===== config.mk =====
export PLATFORM = sky130hd
export DESIGN_NAME = nand_quad_tester
export DESIGN_NICKNAME = d
export VERILOG_FILES = /design/src/rtl/nand_tester_pkg.sv /design/src/rtl/nand_quad_tester_settle_timer.sv /design/src/rtl/nand_quad_tester.sv
export SDC_FILE = /design/constraint.sdc
export NUM_CORES = 1
export LEC_CHECK = 0
export CAP_MARGIN = 5
export CORE_ASPECT_RATIO = 1.2
export CORE_MARGIN = 8
export CORE_UTILIZATION = 40
export DETAILED_ROUTE_END_ITERATION = 10
export DONT_BUFFER_PORTS = 1
export PLACE_DENSITY = 0.5
export SLEW_MARGIN = 15
export SYNTH_ARGS = -nofsm -noshare
export SYNTH_HDL_FRONTEND = slang
export SYNTH_HIERARCHICAL = 1
export SYNTH_SLANG_ARGS = --single-unit

===== constraint.sdc =====
create_clock -name clk -period 3.4 [get_ports clk]
set_input_delay 0.34 -clock clk [delete_from_list [all_inputs] [get_ports clk]]
set_output_delay 0.34 -clock clk [all_outputs]
set_load 0.03 [all_outputs]

===== src/rtl/nand_tester_pkg.sv =====
// Shared types and the per-step vector generator for the quad NAND self-test sequencer.
package nand_tester_pkg;

    localparam int NUM_GATES = 4;
    localparam int ERR_W     = 5;

    typedef enum logic [1:0] {
        S_IDLE   = 2'd0,
        S_DRIVE  = 2'd1,
        S_SAMPLE = 2'd2,
        S_DONE   = 2'd3
    } state_e;

    typedef struct packed {
        logic [NUM_GATES-1:0] a;
        logic [NUM_GATES-1:0] b;
        logic [NUM_GATES-1:0] y;
    } vec_t;

    // Gate i gets combo (step+i) mod 4, so neighbouring gates never share an input pattern.
    function automatic vec_t vec_for_step(input logic [1:0] step);
        vec_t       v;
        logic [1:0] c;
        v = '0;
        for (int i = 0; i < NUM_GATES; i++) begin
            c      = step + 2'(i);
            v.a[i] = c[1];
            v.b[i] = c[0];
        end
        v.y = ~(v.a & v.b);
        return v;
    endfunction

endpackage


===== src/rtl/nand_quad_tester_settle_timer.sv =====
// Loadable settle down-counter; holds at zero and flags it.
module settle_timer #(
    parameter int SETTLE_CYCLES = 4
) (
    input  logic clk,
    input  logic rst,
    input  logic load_i,
    input  logic en_i,
    output logic zero_o
);

    localparam int CW = (SETTLE_CYCLES > 1) ? $clog2(SETTLE_CYCLES) : 1;

    logic [CW-1:0] cnt_q, cnt_d;

    always_comb begin
        cnt_d = cnt_q;
        if (load_i)
            cnt_d = CW'(SETTLE_CYCLES - 1);
        else if (en_i && cnt_q != '0)
            cnt_d = cnt_q - CW'(1);
    end

    always_ff @(posedge clk) begin
        if (rst)
            cnt_q <= '0;
        else
            cnt_q <= cnt_d;
    end

    assign zero_o = (cnt_q == '0);

endmodule


===== src/rtl/nand_quad_tester.sv =====
// Self-test sequencer for a quad 2-input NAND: drive, settle, sample, accumulate.
// FIRST_FAIL_CAPTURE_EN adds first_fail_step/first_fail_y capture of the first failing sample.
module nand_quad_tester
    import nand_tester_pkg::*;
#(
    parameter int SETTLE_CYCLES = 4
) (
    input  logic                 clk,
    input  logic                 rst,
    input  logic                 start,
    input  logic                 abort,
    input  logic [NUM_GATES-1:0] y_in,
    output logic [NUM_GATES-1:0] a_drv,
    output logic [NUM_GATES-1:0] b_drv,
    output logic                 busy,
    output logic                 done,
    output logic                 pass,
    output logic [NUM_GATES-1:0] fail_mask,
    output logic [ERR_W-1:0]     err_cnt
`ifdef FIRST_FAIL_CAPTURE_EN
    ,
    output logic [1:0]           first_fail_step,
    output logic [NUM_GATES-1:0] first_fail_y
`endif
);

    state_e               state_q, state_d;
    logic [1:0]           step_q, step_d;
    vec_t                 vec_q, vec_d;
    logic [NUM_GATES-1:0] fail_mask_q, fail_mask_d;
    logic [ERR_W-1:0]     err_cnt_q, err_cnt_d;
    logic                 pass_q, pass_d;
    logic [NUM_GATES-1:0] mism;
    logic                 tmr_load, tmr_en, tmr_zero;
    logic                 run_start;

    assign run_start = (state_q == S_IDLE) && start && !abort;
    assign tmr_en    = (state_q == S_DRIVE);
    // The golden value travels with the driven vector, so it always matches the pins.
    assign mism      = y_in ^ vec_q.y;

    settle_timer #(
        .SETTLE_CYCLES(SETTLE_CYCLES)
    ) u_settle (
        .clk   (clk),
        .rst   (rst),
        .load_i(tmr_load),
        .en_i  (tmr_en),
        .zero_o(tmr_zero)
    );

    always_comb begin
        state_d     = state_q;
        step_d      = step_q;
        vec_d       = vec_q;
        fail_mask_d = fail_mask_q;
        err_cnt_d   = err_cnt_q;
        pass_d      = pass_q;
        tmr_load    = 1'b0;
        case (state_q)
            S_IDLE: begin
                if (run_start) begin
                    state_d     = S_DRIVE;
                    step_d      = 2'd0;
                    vec_d       = vec_for_step(2'd0);
                    fail_mask_d = '0;
                    err_cnt_d   = '0;
                    pass_d      = 1'b0;
                    tmr_load    = 1'b1;
                end
            end
            S_DRIVE: begin
                if (tmr_zero)
                    state_d = S_SAMPLE;
            end
            S_SAMPLE: begin
                fail_mask_d = fail_mask_q | mism;
                err_cnt_d   = err_cnt_q + ERR_W'($countones(mism));
                if (step_q == 2'd3) begin
                    state_d = S_DONE;
                    pass_d  = (fail_mask_d == '0);
                end else begin
                    state_d  = S_DRIVE;
                    step_d   = step_q + 2'd1;
                    vec_d    = vec_for_step(step_d);
                    tmr_load = 1'b1;
                end
            end
            S_DONE: begin
                state_d = S_IDLE;
                vec_d   = '0;
            end
            default: begin
                state_d = S_IDLE;
                vec_d   = '0;
            end
        endcase
        // Abort overrides every transition; partial results stay visible but never pass.
        if (abort && state_q != S_IDLE) begin
            state_d  = S_IDLE;
            vec_d    = '0;
            pass_d   = 1'b0;
            tmr_load = 1'b0;
        end
    end

    always_ff @(posedge clk) begin
        if (rst) begin
            state_q     <= S_IDLE;
            step_q      <= '0;
            vec_q       <= '0;
            fail_mask_q <= '0;
            err_cnt_q   <= '0;
            pass_q      <= 1'b0;
        end else begin
            state_q     <= state_d;
            step_q      <= step_d;
            vec_q       <= vec_d;
            fail_mask_q <= fail_mask_d;
            err_cnt_q   <= err_cnt_d;
            pass_q      <= pass_d;
        end
    end

    assign a_drv     = vec_q.a;
    assign b_drv     = vec_q.b;
    assign busy      = (state_q != S_IDLE);
    assign done      = (state_q == S_DONE);
    assign pass      = pass_q;
    assign fail_mask = fail_mask_q;
    assign err_cnt   = err_cnt_q;

`ifdef FIRST_FAIL_CAPTURE_EN
    logic [1:0]           ff_step_q;
    logic [NUM_GATES-1:0] ff_y_q;

    // An all-clear fail_mask means no earlier sample of this run has failed.
    always_ff @(posedge clk) begin
        if (rst || run_start) begin
            ff_step_q <= '0;
            ff_y_q    <= '0;
        end else if (state_q == S_SAMPLE && mism != '0 && fail_mask_q == '0) begin
            ff_step_q <= step_q;
            ff_y_q    <= y_in;
        end
    end

    assign first_fail_step = ff_step_q;
    assign first_fail_y    = ff_y_q;
`endif

endmodule

==> results.yml <==
global_routing:
  antenna_found_initial: 0
  grt_pass1_vias: 1073
  grt_use_total_pct: 11.2
  grt_max_degree: 18
  globalRouteOverflowTotal: 0
  grt_pass1_wl_um: 5240
clocking:
  path_clk_slew_ns: 0.09
  ctsLongestPathBuffers: 2
  clkLatencyLatePin_ns: 0.28
  post_cts_resized: 0
  cts_num_sinks: 26
  htreeDepth: 1
  cts_tree: "done"
  cts_setup_buffers: 0
  cts_buffers: 3
  hold_buffers: 0
  root_buffer: "clkbuf_8"
worst_setup_path:
  r2r_slack_ns: 0.73
  critical_path.top_delay_family: "adder cells"
  critPathLaunch: "vec_q[2]"
  critPathKind: "flop to flop"
  max_stage_delay_ns: 0.52
  critPathMaxFanout: 4
  worst_setup_path_end_kind: "flop"
  worstPathCellList: "xor2_1 -> fa_1 -> inv_1 -> fa_1 -> fa_1 -> or4_1 -> a21oi_1"
  r2r_cells: 7
  worst_path_max_delay_cell: "or4_1"
  cp.required_ns: 3.62
  start_kind: "flop"
  r2r_end: "err_cnt[4]"
  path_buf_inv: 1
  r2r-start: "vec_q[2]"
  crit_top_cell: "fa_1"
  critical_path_arrival_ns: 2.89
timing:
  slew_violations: 0
  min_period_ns: 2.67
  finClkSkew_ns: 0.00575
  fmax_mhz: 374
  finalHoldViolCount: 0
  setup-tns-final_ns: 0
  max_slew_margin_pct: 53.6
  worst_pin_slew_ns: 0.692
  rsz0062_at_grt: "no"
  period_share_pct: 78.6
  setup_violations: 0
  holdWs_ns: 0.120
yosys:
  syn_area_um2: 1400
  synthCells: 158
  synth_top_cell_by_area: "dfxtp_1"
  synth_seq_cells: 26
  yosysTopAreaCellShare_pct: 37.3
  yosysWarnings: 6
  avgSynthCellArea_um2: 8.84
  yosysMostFrequentCell: "dfxtp_1"
  synth_fp_nets: 176
  synth_cell_types: 36
  synth_edf_count: 0
  synthArstFlopShare_pct: 0
  yosysSeqAreaShare_pct: 37.3
  netlist_top_cells_count: "dfxtp_1 (26), nor2_1 (19), a21oi_1 (13)"
  ys.flop_type: "dfxtp_1"
  synthTopCellsByArea: "dfxtp_1 (37%), ha_1 (6.3%), nor2_1 (5.1%), a21oi_1 (4.7%), fa_1 (4.3%)"
drt:
  postRouteAntennaNets: 0
  drt_iter0_drc: 35
  wl_per_cell_um: 16.4
  via_count: 1022
  drc_errors: 0
  viasPerCell: 5.55
  wirelength_um: 3020
  first_pass_iters: 4
power_and_ir_drop:
  peakVddDrop_v: 0.000219
  p_leak_nw: 0.548
  power_per_cell_area_nw_per_um2: 460
floorplan:
  dieArea_um2: 5650
  rows: 23
  die_w_um: 69.9
  core_um2: 3340
  num_io_pins: 28
  start_util_pct: 41.8
  die_h_um: 80.7
placed_design:
  port_buffers: 0
  dp.cells: 181
  gp_congestion: 0.774
  dpl_cell_area_um2: 1360
  detailed_place_hpwl_um: 2230
hold_path:
  min_from: "rst"
  hold_path_end: "step_q[1]"
  whs_path_depth: 1
  worstHoldPathType: "primary input to flop"
finish:
  fillers: 365
  num_antenna_cells: 0
  fin_cells: 184
  area_delta_synth_final_pct: 0.806
  nets: 167
  drive_above_1_share_pct: 4.76
  fin_area_um2: 1410
job:
  max_cap_violations: 0
run_status:
  status: "complete, no violations"
cell families (layout without fill, tap and decap cells):
logic type               Yosys count  count (layout)  synth area share, %
AO/OA/AOI/OAI                     36              36                 15.6
XOR/XNOR                           5               5                 3.14
adder cells (fa/ha/maj)           10              10                 10.6
buffers and inverters             24              13                 8.69
flip-flops                        26              26                 37.3
multiplexers                       6               6                 4.39
AND/OR/NAND/NOR                   51              51                 20.3
cell usage in the layout, fill, tap and decap left out, types with 3 or more instances in the layout:
| cell | Yosys | routed |
|---|---|---|
| mux2i_1 | 5 | 5 |
| nor2_1 | 19 | 19 |
| nor2b_1 | 3 | 3 |
| inv_1 | 9 | 9 |
| ha_1 | 7 | 7 |
| xor2_1 | 3 | 3 |
| nand2b_1 | 5 | 5 |
| or4_1 | 3 | 3 |
| or3_1 | 3 | 3 |
| o21ai_0 | 7 | 7 |
| nand2_1 | 6 | 6 |
| a22oi_1 | 4 | 4 |
| fa_1 | 3 | 3 |
| a31oi_1 | 3 | 3 |
| a21oi_1 | 13 | 13 |
| clkbuf_8 | 0 | 3 |
| dfxtp_1 | 26 | 26 |
layer usage:
| metal | up-vias | track usage [%] | wire length, um |
|---|---|---|---|
| met5 | - | 0 | 0 |
| met4 | 0 | 5.43 | 53 |
| met3 | 5 | 3.94 | 191 |
| met2 | 20 | 19.8 | 1540 |
| met1 | 481 | 11.7 | 1240 |
| li1 | 516 | - | - |
stage by stage:
stage / setup slack, ns / util (%) / total power, mW
detailed placement: 0.714 / 40.8 / 0.481
finish: 0.727 / 42.2 / 0.648
floorplan: 0.834 / - / 0.462
CTS: 0.705 / 42.1 / 0.657
global placement: 0.753 / 40.8 / 0.475
global route: 0.602 / 42.2 / 0.689
area by class of cell:
cell class,instances,area [um2],share of cell area (%)
multi-input cells,108,758,53.9
flip-flops and latches,26,520,37.0
well taps,37,46.3,3.29
inverters,9,33.8,2.40
clock buffers,3,41.3,2.93
repair buffers,1,7.51,0.533
registers in the layout, summed over array words and instances, names as in the netlist, 2 cells and up:
name / flops
err_cnt: 5
b_drv: 2
state_q: 2
a_drv: 4
step_q: 2
vec_q: 4
u_settle/cnt_q: 2
fail_mask: 4
where the power goes:
part           switching (mW)  internal, mW
Combinational          0.0676        0.0497
Clock                  0.0957        0.0796
Sequential             0.0339         0.321
Total                   0.197         0.450
worst max-delay path by stage:
stage | depth (start not counted) | slack (ns) | end
CTS | 7 | 0.70 | err_cnt[4]
floorplan | 7 | 0.83 | err_cnt[4]
global placement | 7 | 0.75 | err_cnt[4]
global route | 7 | 0.60 | err_cnt[4]
finish | 7 | 0.73 | err_cnt[4]
detailed placement | 7 | 0.71 | err_cnt[4]
(Power assumes the default switching activity.)
